### src/rtl/rca_acc.sv
// rca_acc: frame accumulator with a valid/ready result handshake.
//
// Operand beats are summed into a C_ACC_W-bit accumulator. The frame ends on
// the beat that carries din_last. The frame sum, beat count and overflow flag
// are then registered onto dout/dout_cnt/dout_ovf. They are held with
// dout_vld=1 until the consumer takes them with dout_rdy. No new beats are
// accepted while a result is pending.
//
// Ports:
//   clk, rst_n         clock, asynchronous active-low reset
//   clr                synchronous frame abort (drops any beat in the same cycle)
//   din/din_vld/din_last/din_rdy   operand stream
//   dout/dout_cnt/dout_ovf         frame sum, accepted beat count, overflow flag
//   dout_vld/dout_rdy              result handshake
//
// Build option:
//   RCA_ACC_SAT_EN  defined     -> the accumulator clamps to all-ones on carry-out
//                   undefined   -> the accumulator wraps modulo 2^C_ACC_W
//   dout_ovf reports carry-out in both builds.
//
// State | meaning
// IDLE  | waiting for the first beat of a frame
// ACC   | mid-frame, summing beats
// HOLD  | result presented on dout, waiting for dout_rdy
module rca_acc #(
  parameter int C_WIDTH = 16,
  parameter int C_ACC_W = 24,
  parameter int C_CNT_W = 8
) (
  input  logic               clk,
  input  logic               rst_n,
  input  logic               clr,
  input  logic [C_WIDTH-1:0] din,
  input  logic               din_vld,
  input  logic               din_last,
  output logic               din_rdy,
  output logic [C_ACC_W-1:0] dout,
  output logic [C_CNT_W-1:0] dout_cnt,
  output logic               dout_ovf,
  output logic               dout_vld,
  input  logic               dout_rdy
);

  typedef enum logic [1:0] {
    S_IDLE = 2'd0,
    S_ACC  = 2'd1,
    S_HOLD = 2'd2
  } state_t;

  state_t             r_state, w_state_nxt;
  logic [C_ACC_W-1:0] r_acc, w_acc_nxt, r_dout;
  logic [C_CNT_W-1:0] r_cnt, w_cnt_nxt, r_dout_cnt;
  logic               r_ovf, w_ovf_nxt, r_dout_ovf, r_dout_vld;
  logic               w_beat, w_dout_ld;
  logic [C_ACC_W:0]   w_din_ext, w_sum;
  logic               w_carry;

  assign din_rdy   = (r_state != S_HOLD);
  assign w_beat    = din_vld & din_rdy & ~clr;
  assign w_din_ext = {{(C_ACC_W+1-C_WIDTH){1'b0}}, din};
  assign w_sum     = {1'b0, r_acc} + w_din_ext;
  assign w_carry   = w_sum[C_ACC_W];

  always_comb begin
    w_state_nxt = r_state;
    w_acc_nxt   = r_acc;
    w_cnt_nxt   = r_cnt;
    w_ovf_nxt   = r_ovf;
    w_dout_ld   = 1'b0;
    if (clr) begin
      w_state_nxt = S_IDLE;
      w_acc_nxt   = '0;
      w_cnt_nxt   = '0;
      w_ovf_nxt   = 1'b0;
    end else begin
      case (r_state)
        S_IDLE: begin
          if (w_beat) begin
            w_acc_nxt   = w_din_ext[C_ACC_W-1:0];
            w_cnt_nxt   = C_CNT_W'(1);
            w_ovf_nxt   = 1'b0;
            w_state_nxt = din_last ? S_HOLD : S_ACC;
            w_dout_ld   = din_last;
          end
        end
        S_ACC: begin
          if (w_beat) begin
`ifdef RCA_ACC_SAT_EN
            // Once clamped, every later add carries again or adds zero,
            // so the accumulator stays at all-ones for the rest of the frame.
            w_acc_nxt = w_carry ? {C_ACC_W{1'b1}} : w_sum[C_ACC_W-1:0];
`else
            w_acc_nxt = w_sum[C_ACC_W-1:0];
`endif
            w_cnt_nxt   = (r_cnt == {C_CNT_W{1'b1}}) ? r_cnt : r_cnt + C_CNT_W'(1);
            w_ovf_nxt   = r_ovf | w_carry;
            w_state_nxt = din_last ? S_HOLD : S_ACC;
            w_dout_ld   = din_last;
          end
        end
        S_HOLD: begin
          if (dout_rdy) w_state_nxt = S_IDLE;
        end
        default: w_state_nxt = S_IDLE;
      endcase
    end
  end

  always_ff @(posedge clk or negedge rst_n) begin
    if (!rst_n) begin
      r_state <= S_IDLE;
      r_acc   <= '0;
      r_cnt   <= '0;
      r_ovf   <= 1'b0;
    end else begin
      r_state <= w_state_nxt;
      r_acc   <= w_acc_nxt;
      r_cnt   <= w_cnt_nxt;
      r_ovf   <= w_ovf_nxt;
    end
  end

  // The result registers capture the next-state values at the edge that
  // accepts the last beat. That way dout is valid in the same cycle that
  // dout_vld rises.
  always_ff @(posedge clk or negedge rst_n) begin
    if (!rst_n) begin
      r_dout     <= '0;
      r_dout_cnt <= '0;
      r_dout_ovf <= 1'b0;
      r_dout_vld <= 1'b0;
    end else begin
      if (w_dout_ld) begin
        r_dout     <= w_acc_nxt;
        r_dout_cnt <= w_cnt_nxt;
        r_dout_ovf <= w_ovf_nxt;
      end
      if (clr)
        r_dout_vld <= 1'b0;
      else if (w_dout_ld)
        r_dout_vld <= 1'b1;
      else if ((r_state == S_HOLD) && dout_rdy)
        r_dout_vld <= 1'b0;
    end
  end

  assign dout     = r_dout;
  assign dout_cnt = r_dout_cnt;
  assign dout_ovf = r_dout_ovf;
  assign dout_vld = r_dout_vld;

endmodule

### config.mk
export PLATFORM = sky130hd
export DESIGN_NAME = rca_acc
export DESIGN_NICKNAME = d
export VERILOG_FILES = /design/src/rtl/rca_acc.sv
export SDC_FILE = /design/constraint.sdc
export NUM_CORES = 1
export LEC_CHECK = 0
export CELL_PAD_IN_SITES_DETAIL_PLACEMENT = 1
export CELL_PAD_IN_SITES_GLOBAL_PLACEMENT = 2
export CORE_UTILIZATION = 30
export DETAILED_ROUTE_END_ITERATION = 12
export GPL_TIMING_DRIVEN = 0
export HOLD_SLACK_MARGIN = 0.06
export PLACE_DENSITY_LB_ADDON = 0.1
export SYNTH_ARGS = -nofsm -noshare
export SYNTH_HDL_FRONTEND = slang
export SYNTH_SLANG_ARGS = --single-unit
### constraint.sdc
create_clock -name clk -period 2.7 [get_ports clk]
set_input_delay 0.675 -clock clk [delete_from_list [all_inputs] [get_ports clk]]
set_output_delay 0.675 -clock clk [all_outputs]
set_load 0.005 [all_outputs]
==> metrics.log <==
[metrics] Logic pwr share: 0.243
[metrics] worst flop-to-flop path startpoint: r_acc[0]
[metrics] iteration count of the initial detailed-routing pass: 4
[metrics] initial standard-cell utilization of the core: 0.307
[metrics] first-pass GRT wire length: 22.2 mm
[metrics] routed vias: 3756
[metrics] number of enable-type register cells in the synthesized netlist: 0
[metrics] count of standard-cell rows: 42
[metrics] full die area: 0.0140 mm^2
[metrics] class of the most critical hold timing path: in2async
[metrics] Primary FF master, synth: sky130_fd_sc_hd__dfrtp_1
[metrics] count of max-cap constraint violations: 0
[metrics] post-synthesis cell type with the largest combined area: sky130_fd_sc_hd__dfrtp_1
[metrics] commonest cells after routing, fill and taps aside: sky130_fd_sc_hd__dfrtp_1, sky130_fd_sc_hd__nand2_1, sky130_fd_sc_hd__clkdlybuf4s50_1
[metrics] required arrival time at the worst endpoint: 2.93 ns
[metrics] number of design rule violations left after detail routing: 0
[metrics] violated checks: setup timing
[metrics] clock buffer depth: 2
[metrics] capture point of the critical path: r_acc[22]
[metrics] crit path DAT: 2.97 ns
[metrics] FF-to-FF setup slack: -0.03 ns
[metrics] Final min period: 2.74 ns
[metrics] final antenna diode count: 0
[metrics] Syn Nets: 487
[metrics] part of the total power dissipated in the clock network: 0.396
[metrics] register share of total power: 0.361
[metrics] clk_lat worst skew: 0.34 ns
[metrics] proportion of synthesized chip area in sequential cells: 0.427
[metrics] Syn Inst Count: 447
[metrics] clock slew at the register clock pins of the worst setup and hold paths: 0.06 ns
[metrics] via-per-instance ratio: 5.27
[metrics] I/O pin count: 57
[metrics] overflow left after global routing: 0
[metrics] number of clock buffers inserted by TritonCTS: 9
[metrics] Sw Ratio: 0.291
[metrics] Switching Power: 0.000953 W
[metrics] Sinks on Clock Net: 69
[metrics] number of synthesized register bits: 69
[metrics] met3 GRT Util: 0.0415
[metrics] area share of fa/ha/maj cells after synthesis: 0.0575
[metrics] average wire length per cell after detail routing: 19.0 um
[metrics] most heavily used metal layer in global routing: met2
[metrics] pin count of the biggest net entering global routing: 36
[metrics] synthesized-area fraction occupied by and/or/nand/nor cells: 0.185
[metrics] Avg Inst Size Synth: 9.05 um^2
[metrics] global-route met1 utilization: 0.284
[metrics] Mapped Area: 0.00405 mm^2
[metrics] ratio of cells with drive above 1 in the final layout: 0.147
[metrics] Critical Path Start Type: primary input
[metrics] largest family of logic cells by synthesized area: compound AO/OA/AOI/OAI gates
[metrics] number of antenna violations at the first check in global routing: 0
[metrics] area growth from synthesis to layout: 38.0%
[metrics] Worst Path Class, Setup: in2reg
[metrics] Total Power Consumption: 0.00327 W
[metrics] Core Footprint: 0.0132 mm^2
[metrics] clock tree from TritonCTS: yes
[metrics] Post-Route Setup TNS: -0.0373 ns
[metrics] maximum fanout encountered on the critical timing path: 5
[metrics] Internal: 0.00232 W
[metrics] share of flip-flops with an asynchronous set or reset after synthesis: 1.00
[metrics] count of routing violations after the opening detailed-route iteration: 150
[metrics] unrepaired setup endpoints after global routing: true
[metrics] proportion of synthesized area in mux cells: 0.0408
[metrics] RePlAce Congestion: 0.798
[metrics] RR Endpoint: r_acc[22]
[metrics] DP HPWL: 9.60 mm
[metrics] number of nets with antenna violations after detailed routing: 0
[metrics] final number of hold-violating endpoints: 0
[metrics] gr usage total: 0.209
[metrics] Yosys top cell area share: 0.427
[metrics] sort of element at the end of the critical path: register
[metrics] cell types occupying the most area after synthesis: sky130_fd_sc_hd__dfrtp_1, sky130_fd_sc_hd__nand2_1, sky130_fd_sc_hd__ha_1
[metrics] DIE WIDTH: 118 um
[metrics] commonest non-fill, non-tap cell in the layout: sky130_fd_sc_hd__dfrtp_1
[metrics] Synth warnings: 0
[metrics] worst setup skew after layout: 0.00442 ns
[metrics] total of buffers placed on input and output ports: 55
[metrics] post-synthesis compound-gate area fraction: 0.223
[metrics] power density over the cells: 586 mW/mm^2
[metrics] xor/xnor cell area share of the yosys netlist: 0.0411
[metrics] final cycle utilization of the critical path: 1.01
[metrics] final wirelength: 13.6 mm
[metrics] number of global-route vias before repair: 4041
[metrics] highest clock frequency the design can meet: 0.365 GHz
[metrics] global-route track usage on met2: 0.337
[metrics] cell leakage power: 2.24 nW
[metrics] smallest setup slack after layout: -0.0373 ns
[metrics] status: finished with violations
[metrics] cell at the root of the clock tree: sky130_fd_sc_hd__clkbuf_16
[metrics] Worst Reg-to-Reg Cells: 10
[metrics] H-tree levels: 3
[metrics] Setup crit start: din[0]
[metrics] Worst slew margin: 0.474
[metrics] Pins Over Slew Limit: 0
[metrics] hold-fix buffer count after cts: 0
[metrics] worst supply voltage drop on vdd: 0.000312 V
[metrics] chip height: 118 um
[metrics] Final Setup Violations: 1
[metrics] number of unique standard cell types used by synthesis: 49
[metrics] Final Net Count: 572
[metrics] Slew @ Worst Pin: 0.786 ns
## synthesized netlist by cell type, types with 2 or more instances
| master | n |
|---|---|
| sky130_fd_sc_hd__dfrtp_1 | 69 |
| sky130_fd_sc_hd__nand2_1 | 60 |
| sky130_fd_sc_hd__o21ai_0 | 40 |
| sky130_fd_sc_hd__nor2_1 | 35 |
| sky130_fd_sc_hd__a21oi_1 | 32 |
| sky130_fd_sc_hd__ha_1 | 17 |
| sky130_fd_sc_hd__clkbuf_1 | 15 |
| sky130_fd_sc_hd__nand3_1 | 13 |
| sky130_fd_sc_hd__mux2i_1 | 12 |
| sky130_fd_sc_hd__xnor2_1 | 12 |
| sky130_fd_sc_hd__a211oi_1 | 10 |
| sky130_fd_sc_hd__a31oi_1 | 10 |
| sky130_fd_sc_hd__and3_1 | 7 |
| sky130_fd_sc_hd__inv_1 | 7 |
| sky130_fd_sc_hd__o21a_1 | 7 |
| sky130_fd_sc_hd__o31ai_1 | 7 |
| sky130_fd_sc_hd__xor2_1 | 7 |
| sky130_fd_sc_hd__a21o_1 | 6 |
| sky130_fd_sc_hd__nand4_1 | 6 |
| sky130_fd_sc_hd__or3_1 | 6 |
| sky130_fd_sc_hd__and2_1 | 5 |
| sky130_fd_sc_hd__buf_1 | 5 |
| sky130_fd_sc_hd__nand2b_1 | 5 |
| sky130_fd_sc_hd__nor3_1 | 5 |
| sky130_fd_sc_hd__mux2_2 | 4 |
| sky130_fd_sc_hd__nor2b_1 | 4 |
| sky130_fd_sc_hd__nor3b_1 | 4 |
| sky130_fd_sc_hd__o211ai_1 | 4 |
| sky130_fd_sc_hd__a41oi_1 | 3 |
| sky130_fd_sc_hd__nand3b_1 | 3 |
| sky130_fd_sc_hd__o31a_1 | 3 |
| sky130_fd_sc_hd__a2111oi_0 | 2 |
| sky130_fd_sc_hd__a21boi_0 | 2 |
| sky130_fd_sc_hd__a31o_2 | 2 |
| sky130_fd_sc_hd__o22ai_1 | 2 |
| sky130_fd_sc_hd__o32ai_1 | 2 |
| sky130_fd_sc_hd__or2_2 | 2 |
## worst min path at each step
stage	from	to	slack [ns]	cells past startpoint
after global routing	rst_n	dout[12]	0.33	1
after detailed placement	dout_cnt[6]	dout_cnt[6]	0.47	2
after global placement	dout[23]	dout[23]	0.46	2
after floorplan	rst_n	dout[0]	0.38	0
after CTS	rst_n	dout[12]	0.31	1
final	rst_n	dout[12]	0.29	1
## power by group through the flow
| stage | sequential, W | clock (W) | combinational, W |
|---|---|---|---|
| 4_1_cts | 0.00118 | 0.00133 | 0.000771 |
| 3_3_place_gp | 0.00119 | 0 | 0.000673 |
| 5_1_grt | 0.00119 | 0.00137 | 0.000882 |
| 3_5_place_dp | 0.00119 | 0 | 0.000687 |
| 2_1_floorplan | 0.00118 | 0 | 0.000376 |
| 6_report | 0.00118 | 0.00130 | 0.000795 |
## cell families after synthesis
group	count (synthesis)
AOI/OAI and AO/OA	139
xor gates and xnor gates	19
adders and majority gates	18
buffers and inverters	28
DFF	69
muxes	16
and+or+nand+nor	158
## layer usage
layer / share of wire / wire (um) / vias to the layer above
met5: 0 / 0 / -
met4: 0.011 / 156 / 0
met3: 0.028 / 380 / 12
met2: 0.47 / 6400 / 54
met1: 0.49 / 6640 / 1893
li1: - / - / 1797
## registers in the layout, indices dropped and copies added, names as in the netlist
register and flops:
dout 24, dout_cnt 8, dout_ovf 1, dout_vld 1, r_acc 24, r_cnt 8
r_ovf 1, r_state 2
## critical path, stage by stage
cell,delay (ns)
sky130_fd_sc_hd__buf_6,0.10
sky130_fd_sc_hd__ha_4,0.16
sky130_fd_sc_hd__fa_2,0.40
sky130_fd_sc_hd__a21o_1,0.23
sky130_fd_sc_hd__a221oi_4,0.33
sky130_fd_sc_hd__o21ai_4,0.10
sky130_fd_sc_hd__a2111oi_4,0.32
sky130_fd_sc_hd__buf_6,0.19
sky130_fd_sc_hd__nor3b_4,0.06
sky130_fd_sc_hd__nor3b_2,0.16
sky130_fd_sc_hd__o31a_1,0.25
## final cells by class
cell class	instances	area [um^2]
Sequential cell	69	1730
Clock buffer	10	229
Fill cell	1525	7610
Tap cell	176	220
Clock inverter	6	86.3
Inverter	7	26.3
Buffer	20	85.1
Timing Repair Buffer	75	709
Multi-Input combinational cell	350	2500
## stage by stage
stage | util | instances | cell area [um^2] | worst slack, ns | hold slack, ns
after floorplan | - | 447 | 4070 | -0.152 | 0.379
after global placement | 0.367 | 678 | 4840 | -1.76 | 0.463
after CTS | 0.415 | 707 | 5480 | -0.0874 | 0.310
after detailed placement | 0.368 | 679 | 4850 | -1.06 | 0.468
after global routing | 0.423 | 713 | 5580 | -0.155 | 0.329
final | 0.423 | 713 | 5580 | -0.0373 | 0.290
## timing repair
item,4_1_cts,5_1_grt
endpoints found under the setup margin,37,26
pin swaps,15,20
setup buffers,13,6
gates resized for setup,52,19
Power figures use the tool's default switching activity.
==> RTL change 1: new RTL, config.mk and constraints unchanged <==
The 3 states of `state_t` get a one-hot encoding in 3 bits.
--- a/src/rtl/rca_acc.sv
+++ b/src/rtl/rca_acc.sv
@@ -41,10 +41,10 @@
   input  logic               dout_rdy
 );
 
-  typedef enum logic [1:0] {
-    S_IDLE = 2'd0,
-    S_ACC  = 2'd1,
-    S_HOLD = 2'd2
+  typedef enum logic [2:0] {
+    S_IDLE = 3'b001,
+    S_ACC  = 3'b010,
+    S_HOLD = 3'b100
   } state_t;
 
   state_t             r_state, w_state_nxt;
Check against the original RTL: same outputs for any inputs over 4 cycles, from zero or initial values and one cycle with rst_n low; so few cycles prove little.
==> RTL change 1 against the original RTL <==
First-iteration DRC count rose by 52%; sequential power rose by 3%; sequential cell count rose by 1; via count grew 12%; clock power shrank 6%; wire length rose by 18%; synthesized area is 9.1% higher; worst setup slack improved by 0.087 ns; total power grew 5.3%; final area grew 6.1%.
==> RTL change 1: results (changes against the original RTL) <==
Status
The run finished with clean final reports.

Power and ir drop
The total power divided by cell area was 581.1 nW/um^2 (-0.81%). The fraction of power spent switching nets came to 31.91% (+2.8 points). The peak supply drop is 0.2854 mV (-8.6%). The portion of total power attributed to sequential cells is 35.4% (-0.7 points).

The static power due to leakage is 2.460 nW (+9.9%).

Layout
The count of plain and timing-repair buffers is 98 (+3.2%). The count of filler cells inserted in the layout is 1621 (+6.3%). The final-layout clock-cell area share is 4.898% (-0.75 points).

The number of cells in the finished layout apart from fillers was 753 (+5.6%). The multi-input combinational gate total is 381 (+8.9%). The count of nets after finishing came to 609 (+6.5%). The sequential standard cell area is 1753 sq um (+1.5%). The share of cells above drive strength 1 came to 19.72% (+5.0 points).

Critical path
The setup slack on the worst flop-to-flop path is 0.26 ns (+0.29 ns). The source of the critical timing path is din[8]. The worst reg-to-reg path cell count came to 9 (-1).

The maximum fanout encountered on the critical timing path was 10 (+5). The data arrival at the endpoint of the critical path is 2.89 ns (-0.08 ns).

Clocking
The post-CTS resize count was 33 (-37%). The buffers inserted during post-CTS setup optimization is 12 (-1).

Detailed routing
The total met3 wirelength after detailed routing is 440 um (+16%). The total met2 wirelength after detailed routing is 7397 um (+16%). The post-detailed-route via-to-cell ratio is 5.564 (+5.6%).

STA
The final clock skew came to 0.006442 ns (+0.002021 ns). The worst slew margin relative to its limit was 46.54% (-0.83 points). The final-layout worst hold slack was 0.2745 ns (-0.01559 ns). The final clock period utilization by the worst path was 98.14% (-3.2 points).

Global route
The wire length of the first global-routing pass is 25000 um (+12%). The met2 global-route usage is 35.13% (+1.4 points). The number of global-route vias before repair is 4521 (+12%). The largest net degree at the start of global routing came to 39 (+8.3%).

Logic synthesis
The compound-cell area share of the yosys netlist was 25.18% (+2.9 points). The gate count of the mapped netlist is 484 (+8.3%). The number of different library cells in the post-synthesis netlist is 73 (+49%). The number of storage elements in the synthesis netlist was 70 (+1.4%).

Place
The detailed-placement wirelength estimate is 11160 um (+16%). The number of I/O port buffers came to 56 (+1.8%). The cell count after placement came to 721 (+6.2%).

The placer's final routability congestion estimate was 0.8111 (+1.7%). The worst setup timing slack at the placement stage is -0.7569 ns (+0.2991 ns).
## RTL change 1: changes by cell type after synthesis, moves of 4 or more
| cell | delta |
|---|---|
| sky130_fd_sc_hd__o21ai_1 | +6 |
| sky130_fd_sc_hd__a22oi_1 | +5 |
| sky130_fd_sc_hd__a211oi_1 | -5 |
| sky130_fd_sc_hd__or4_1 | +5 |
| sky130_fd_sc_hd__mux2i_1 | -10 |
| sky130_fd_sc_hd__buf_2 | +8 |
| sky130_fd_sc_hd__buf_1 | -5 |
| sky130_fd_sc_hd__o311ai_0 | +4 |
| sky130_fd_sc_hd__nor3_1 | +10 |
| sky130_fd_sc_hd__xnor2_1 | -6 |
| sky130_fd_sc_hd__o211ai_1 | +4 |
| sky130_fd_sc_hd__a221oi_1 | +5 |
| sky130_fd_sc_hd__o21ai_0 | -9 |
| sky130_fd_sc_hd__nand3_1 | +14 |
==> RTL change 2: new RTL, same settings <==
Made on the original files. Add a define of `RCA_ACC_SAT_EN`.
--- a/src/rtl/rca_acc.sv
+++ b/src/rtl/rca_acc.sv
@@ -22,6 +22,8 @@
 // IDLE  | waiting for the first beat of a frame
 // ACC   | mid-frame, summing beats
 // HOLD  | result presented on dout, waiting for dout_rdy
+`define RCA_ACC_SAT_EN
+
 module rca_acc #(
   parameter int C_WIDTH = 16,
   parameter int C_ACC_W = 24,
Formal check against the unedited RTL: no difference found for any inputs over 4 cycles, from zero or initial values and one cycle with rst_n low; that may be too few to reach the edited logic, so the function may still have changed.
==> RTL change 2 against the original RTL <==
Count of clock-buffer cells in the layout is 4 higher; sequential cell count unchanged; critical path depth increased by 1; maximum frequency is 2.6% higher; synthesized area is 4.8% higher; total power increased by 2.3%; wire length up 8.7%; final area is 9.3% higher; die area rose by 4.7%; worst setup slack better by 0.071 ns; clock skew up 0.0021 ns.
==> RTL change 2: results (changes against the original RTL) <==
Power and ir drop
The total power of the final layout was 3.347 mW (+2.3%). The portion of total power attributed to combinational logic is 26.3% (+2.0 points). The peak supply drop is 0.2796 mV (-10%). The power dissipated by switching net loads was 0.9746 mW (+2.3%). The static power due to leakage is 2.421 nW (+8.1%).

Critical path
The worst reg-to-reg path cell count is 11 (+1). The delay of the slowest cell on the worst path is 0.35 ns (-0.05 ns). The setup slack on the worst flop-to-flop path came to 0.04 ns (+0.07 ns). The maximum fanout encountered on the critical timing path is 8 (+3). The data arrival at the endpoint of the critical path was 2.89 ns (-0.08 ns).

Layout
The share of cells above drive strength 1 was 27.96% (+13 points). The count of nets after finishing was 593 (+3.7%). The number of cells in the finished layout apart from fillers is 738 (+3.5%).

The count of filler cells inserted in the layout came to 1564 (+2.6%).

STA
The final clock period utilization by the worst path came to 98.77% (-2.6 points). The final clock skew was 0.006523 ns (+0.002102 ns). The actual transition at the worst max-transition pin is 0.7731 ns (-0.01336 ns). The final-layout worst hold slack is 0.2745 ns (-0.01557 ns).

Logic synthesis
The adder-cell share of the synthesized area is 5.488% (-0.26 points). The number of different library cells in the post-synthesis netlist was 69 (+41%). The commonest cells after synthesis are sky130_fd_sc_hd__dfrtp_1, sky130_fd_sc_hd__nand2_1, sky130_fd_sc_hd__o21ai_0, sky130_fd_sc_hd__nor2_1, sky130_fd_sc_hd__a21oi_1.

The mux share of post-synthesis cell area is 5.164% (+1.1 points). The xor/xnor cell area share of the yosys netlist was 2.892% (-1.2 points). The sequential share of the synthesized area was 40.72% (-2.0 points).

By area the synthesized netlist is led by sky130_fd_sc_hd__dfrtp_1, sky130_fd_sc_hd__ha_1, sky130_fd_sc_hd__o21ai_0. The compound-cell area share of the yosys netlist was 24.43% (+2.1 points).

Global route
The wire length of the first global-routing pass is 23050 um (+3.6%). The largest net degree at the start of global routing is 39 (+8.3%). The number of global-route vias before repair is 4144 (+2.5%). The global routing usage summed across all routing layers is 21.09% (+0.22 points).

Detailed routing
The first-iteration detailed-routing DRC count is 149 (-0.67%). The per-cell routed wire length is 19.99 um (+5.0%). The number of detailed-route iterations in the first pass is 5 (+1).

The total number of vias is 3930 (+4.6%).

Place
The worst setup timing slack at the placement stage came to -0.9605 ns (+0.09555 ns). The placer's final routability congestion estimate was 0.8244 (+3.4%). The detailed-placement wirelength estimate is 10000 um (+4.2%). The cell count after placement was 683 (+0.59%). The placed standard-cell area was 5164 sq um (+6.4%).

Clocking
The buffers inserted during post-CTS setup optimization is 29 (+16).

Status
The run finished with clean final reports.
[RTL change 2: changes by cell type after synthesis, moves of 6 or more]
cell and change:
sky130_fd_sc_hd__a31oi_1 -6, sky130_fd_sc_hd__clkbuf_1 +7, sky130_fd_sc_hd__mux2_2 +11, sky130_fd_sc_hd__mux2i_1 -7, sky130_fd_sc_hd__nand2_1 -7, sky130_fd_sc_hd__nor3_1 +6
sky130_fd_sc_hd__o21a_1 -6
[RTL change 2: worst max-delay path: cells and delay by family]
kind,cells,cell delay (ns)
mux,1,0.28
buf+inv,3,0.41
compound gates,6,1.01
fa+ha+maj,2,0.51
[RTL change 2: kinds of logic (layout without fill, tap and decap cells)]
group | count (synthesis) | in the layout
flip-flops | 69 | 69
AND/OR/NAND/NOR | 149 | 149
XOR/XNOR | 14 | 14
AO/OA/AOI/OAI | 142 | 142
adder cells (fa/ha/maj) | 18 | 18
multiplexers | 20 | 20
buffers and inverters | 35 | 146
[RTL change 2: cell type report]
cell class / count / area, sq um / area share (%)
Multi-Input combinational cell: 343 / 2810 / 46.06
Tap cell: 180 / 225.2 / 3.692
Clock buffer: 14 / 284.0 / 4.655
Clock inverter: 2 / 38.79 / 0.6358
Timing Repair Buffer: 95 / 834.6 / 13.68
Inverter: 10 / 37.54 / 0.6153
Buffer: 25 / 143.9 / 2.358
Sequential cell: 69 / 1727 / 28.30
[RTL change 2: routing by layer]
| metal | vias up | wire length, um | share of wire [%] | track usage, % |
|---|---|---|---|---|
| li1 | 1876 | - | - | - |
| met1 | 1992 | 7215 | 49 | 29.67 |
| met2 | 53 | 6945 | 47 | 32.93 |
| met3 | 9 | 417 | 2.8 | 2.679 |
| met4 | 0 | 174 | 1.2 | 7.870 |
| met5 | - | 0 | 0 | 0 |
